--- config.mk ---
export PLATFORM = sky130hd
export DESIGN_NAME = mux_rr_n
export DESIGN_NICKNAME = d
export VERILOG_FILES = /design/src/rtl/mux_rr_n.sv
export SDC_FILE = /design/constraint.sdc
export NUM_CORES = 1
export LEC_CHECK = 0
export CAP_MARGIN = 20
export CELL_PAD_IN_SITES_DETAIL_PLACEMENT = 1
export CELL_PAD_IN_SITES_GLOBAL_PLACEMENT = 2
export CORE_AREA = 2 2 78 80
export DETAILED_ROUTE_END_ITERATION = 12
export DIE_AREA = 0 0 80 82
export PLACE_DENSITY_LB_ADDON = 0.1
export SETUP_SLACK_MARGIN = 0.4
export SYNTH_ARGS = -nofsm -noshare
export SYNTH_HDL_FRONTEND = slang
export SYNTH_SLANG_ARGS = --single-unit
export TNS_END_PERCENT = 5
--- constraint.sdc ---
create_clock -name clk -period 6.3 [get_ports clk]
set_input_delay 1.26 -clock clk [delete_from_list [all_inputs] [get_ports clk]]
set_output_delay 1.26 -clock clk [all_outputs]
set_load 0.005 [all_outputs]
--- src/rtl/mux_rr_n.sv ---
// rtl/mux_rr_n.sv - N-channel registered valid/ready mux with round-robin or fixed selection
module mux_rr_n #(
  parameter int N  = 4,
  parameter int W  = 8,
  parameter int SW = $clog2(N)
) (
  input  logic           clk,
  input  logic           rst,
  input  logic [N-1:0]   in_valid,
  output logic [N-1:0]   in_ready,
  input  logic [N*W-1:0] in_data,
  input  logic           sel_en,
  input  logic [SW-1:0]  sel,
  output logic           out_valid,
  input  logic           out_ready,
  output logic [W-1:0]   out_data,
  output logic [SW-1:0]  out_ch
);

  logic          ld;
  logic          xfer;
  logic [N-1:0]  g;
  logic [SW-1:0] gidx;
  logic [SW-1:0] ptr;
  logic [SW-1:0] ptr_next;
  logic [W-1:0]  g_data;
  logic [SW:0]   rr_sum;
  logic [SW-1:0] rr_idx;
  logic          rr_found;

  assign ld = !out_valid || out_ready;

  // Grant: fixed channel when sel_en, else first valid channel at or after ptr (mod N)
  always_comb begin
    g        = '0;
    gidx     = '0;
    rr_sum   = '0;
    rr_idx   = '0;
    rr_found = 1'b0;
    if (sel_en) begin
      if ({1'b0, sel} < (SW+1)'(N) && in_valid[sel]) begin
        g[sel] = 1'b1;
        gidx   = sel;
      end
    end else begin
      for (int i = 0; i < N; i++) begin
        rr_sum = {1'b0, ptr} + (SW+1)'(i);
        if (rr_sum >= (SW+1)'(N)) rr_sum = rr_sum - (SW+1)'(N);
        rr_idx = rr_sum[SW-1:0];
        if (!rr_found && in_valid[rr_idx]) begin
          rr_found  = 1'b1;
          g[rr_idx] = 1'b1;
          gidx      = rr_idx;
        end
      end
    end
  end

  always_comb begin
    g_data = '0;
    for (int i = 0; i < N; i++) begin
      if (g[i]) g_data = in_data[i*W +: W];
    end
  end

  // Reset gating keeps ready low even if a producer is valid during reset
  assign in_ready = (rst || !ld) ? '0 : g;
  assign xfer     = |in_ready;
  assign ptr_next = (gidx == SW'(N-1)) ? '0 : gidx + SW'(1);

  always_ff @(posedge clk or posedge rst) begin
    if (rst) begin
      out_valid <= 1'b0;
      out_data  <= '0;
      out_ch    <= '0;
      ptr       <= '0;
    end else begin
      if (xfer) begin
        out_valid <= 1'b1;
        out_data  <= g_data;
        out_ch    <= gidx;
        if (!sel_en) ptr <= ptr_next;
      end else if (ld) begin
        out_valid <= 1'b0;
      end
    end
  end

endmodule

==> out/qor.log <==
[status] status finished, final reports clean
[clock_network] H-tree lvl count 1
[cells_and_area] Multi-input gate area 1050 sq um
[clock_network] clock latency on the worst-skew pair 0.24 ns
[global_routing] number of antenna violations at the first check in global routing 0
[power_and_ir_drop] leakage power summed over all cells 0.8107 nW
[clock_network] number of buffers inserted during clock tree synthesis 3
[power_and_ir_drop] total power 753.1 uW
[worst_setup_path] Worst Path Arrival 4.13 ns
[worst_setup_path] cells on worst reg2reg path 10
[timing] transition at the pin with the smallest max-transition slack 0.7736 ns
[cells_and_area] number of nets in the layout 279
[worst_setup_path] capture point of the critical path in_ready[3]
[floorplan] site row count 28
[synth] Syn Std Cell Area 1505 sq um
[timing] final setup skew 0.0004053 ns
[worst_setup_path] Critical R2R Launch ptr[0]
[worst_setup_path] critical register-to-register path endpoint out_data[4]
[timing] unrepaired setup endpoints after global routing no
[floorplan] starting utilization of the core area 0.2620
[cells_and_area] fillers 684
[cells_and_area] diodes inserted 0
[worst_setup_path] master of the slowest instance on the critical path clkdlybuf4s50_1
[clock_network] # clock sinks 13
[worst_setup_path] Crit path largest cell delay 0.76 ns
[synth] sequential element share of the synthesized area 0.2161
[global_routing] number of global-route vias before repair 1,591
[synth] synthesized area per cell 8.362 sq um
[synth] synthesized net count 228
[place] last weighted congestion value of the routability-driven placer 0.8088
[cells_and_area] proportion of layout cells with a drive suffix above 1 0.1130
[synth] predominant post-synthesis flop cell dfrtp_1
[clock_network] clock transition at the registers of the reported paths 0.05 ns
[timing] headroom to the max-slew limit 0.4842
[cells_and_area] Layout Cells excl Fill 305
[flow_run] max_cap viols 0
[place] Detailed Place HPWL 4144 microns
[clock_network] post-cts gate resize count 0
[synth] EDFF count, synth 0
[synth] count of yosys warnings during synthesis 0
[global_routing] first-pass GRT wire length 8190 microns
[timing] Fin. Hold Viols 0
[clock_network] TritonCTS clock tree yes
[detailed_routing] total number of vias 1,568
[clock_network] Hold-fix buffers, CTS 0
[worst_setup_path] Most common cell on crit path clkdlybuf4s50_1
[timing] final setup vio count 0
[cells_and_area] post-route cell area 2138 sq um
[clock_network] clk buf depth 2
[floorplan] die extent in x 80 microns
[cells_and_area] area of all sequential standard cells 325.3 sq um
[detailed_routing] router iterations before antenna repair 4
[power_and_ir_drop] Worst VDD drop 0.0001222 V
[clock_network] postcts setup bufs 0
[detailed_routing] via density per instance 5.141
[place] number of placed instances, taps included 301
[timing] share of the clock period used by the worst path after layout 0.8560
[worst_setup_path] cell breakdown of the critical path clkdlybuf4s50_1, or3b_4, a2111oi_4, o21ai_2, a32o_1, nor2_1, clkdlybuf4s50_1
[detailed_routing] DRC violations left 0
[detailed_routing] initial detailed-routing violation count 40
[place] input/output buffers 56
[worst_setup_path] worst reg-to-reg setup slack 2.14 ns
[global_routing] overflow left after global routing 0
[worst_setup_path] launch point of the worst path in_valid[3]
[worst_setup_path] element type at the critical path end output port
[synth] fraction of registers with async set or reset after synthesis 1.000
[clock_network] Clock Root Buffer clkbuf_8
[cells_and_area] Syn-to-layout area delta 42.06%
[worst_setup_path] WS Path Type input pin to output port
[floorplan] placeable core region 5746 sq um
[worst_setup_path] Req. time, crit path 5.04 ns
[global_routing] GRT Total Usage 0.1588
[synth] Yosys reg bits 13
[place] placed inst area 2093 sq um
[timing] max-slew violation total from the final report 0
[detailed_routing] Avg WL per Cell 17.26 microns
[global_routing] maximum number of pins on one net before global-route repair 19
[timing] Peak Freq 185.4 MHz
[worst_setup_path] largest fanout of any net on the critical path 15
[timing] final critical path time including I/O delays and setup 5.393 ns
[floorplan] Die ar. 6560 sq um
[worst_hold_path] class of the most critical hold timing path flip-flop to flip-flop
[floorplan] Die H 82 microns
[worst_setup_path] startpoint type of the worst setup path input pin
[detailed_routing] final routed wirelength across all metal layers 5264 microns
[floorplan] count of boundary I/O pins 57
[synth] gate count of the mapped netlist 180
[timing] sum of negative setup slack 0 ns
[detailed_routing] post-route ant nets 0
[power_and_ir_drop] Pwr Density 352.2 nW/um^2
[synth] Cell variety after synth 49
## placed cells by master, fill, tap and decap left out, types with 2 or more instances in the layout
cell,Yosys,routed
o21ai_0,15,15
ha_1,6,6
o21a_1,3,3
nor3b_1,10,10
clkdlybuf4s50_1,0,56
o31ai_4,2,2
nor2_1,11,11
mux2i_1,2,2
nand3b_1,2,2
nor2b_1,2,2
inv_1,14,14
mux4_2,2,2
a32o_1,2,2
and3b_1,2,2
dfrtp_1,13,13
a31oi_1,8,8
nor2_2,8,8
clkbuf_8,0,3
nand2_1,23,23
a41o_1,3,3
a32oi_1,2,2
a21oi_1,5,5
o21ai_2,2,2
o221ai_1,8,8
nand2b_1,2,2
## cells in the mapped netlist, types with 5 or more instances
| cell | count | area, sq um |
|---|---|---|
| a21oi_1 | 5 | 25.02 |
| nand2_1 | 23 | 86.33 |
| ha_1 | 6 | 75.07 |
| o21ai_0 | 15 | 75.07 |
| nor2_1 | 11 | 41.29 |
| nor3b_1 | 10 | 75.07 |
| dfrtp_1 | 13 | 325.3 |
| o221ai_1 | 8 | 70.07 |
| a31oi_1 | 8 | 50.05 |
| inv_1 | 14 | 52.55 |
| nor2_2 | 8 | 50.05 |
| buf_2 | 5 | 25.02 |
## where the power goes
part	internal (mW)	total, mW	switching, mW
Combinational	0.232	0.503	0.272
Clock	0.0446	0.0730	0.0284
Sequential	0.124	0.177	0.0526
## worst max-delay path, delay by kind of cell
family	cells	cell delay (ns)
AOI/OAI and AO/OA	3	0.98
buffers and inverters	2	1.27
and+or+nand+nor	2	0.62
## logic make-up (layout without fill, tap and decap cells)
family | count (synthesis) | after routing | synth area share
DFF | 13 | 13 | 0.2161
xor gates and xnor gates | 1 | 1 | 0.005820
muxes | 5 | 5 | 0.05070
buffers and inverters | 26 | 76 | 0.08645
adders and majority gates | 6 | 6 | 0.04987
AOI/OAI and AO/OA | 63 | 63 | 0.3541
and+or+nand+nor | 66 | 66 | 0.2369
## stage by stage
| stage | setup WS [ns] | hold slack (ns) | util |
|---|---|---|---|
| finish | 0.9073 | 0.5122 | 0.3722 |
| global route | 0.7871 | 0.5673 | 0.3722 |
| CTS | 0.9241 | 0.5233 | 0.3722 |
| detailed placement | 0.9292 | 0.5090 | 0.3643 |
| global placement | 1.026 | 0.4813 | 0.3643 |
| floorplan | 2.248 | 0.4839 | - |
## sequential cells by signal, indices dropped and copies added, names as in the netlist
signal / cells
out_ch: 2
ptr: 2
out_valid: 1
out_data: 8
## worst min path at each step
stage | start | end | cells past startpoint
3_5_place_dp | out_ch[0] | out_ch[0] | 2
6_report | out_ch[0] | out_ch[0] | 2
2_1_floorplan | out_ch[0] | out_ch[0] | 2
5_1_grt | out_ch[0] | out_ch[0] | 2
3_3_place_gp | out_ch[0] | out_ch[0] | 2
4_1_cts | out_ch[0] | out_ch[0] | 2
## per-layer routing
layer	GRT usage	up-vias	share of wire
li1	-	769	-
met1	0.2258	771	0.48
met2	0.2658	26	0.49
met3	0.01209	2	0.027
met4	0.02881	0	0.0015
met5	0	-	0
## final cells by class
cell class                 instances  area share
timing repair buffer              57      0.2657
tap                               75     0.04389
clock buffer                       4     0.02106
sequential                        13      0.1521
inverter                          15     0.02633
multi-input combinational        141      0.4909
(Power assumes the default switching activity.)
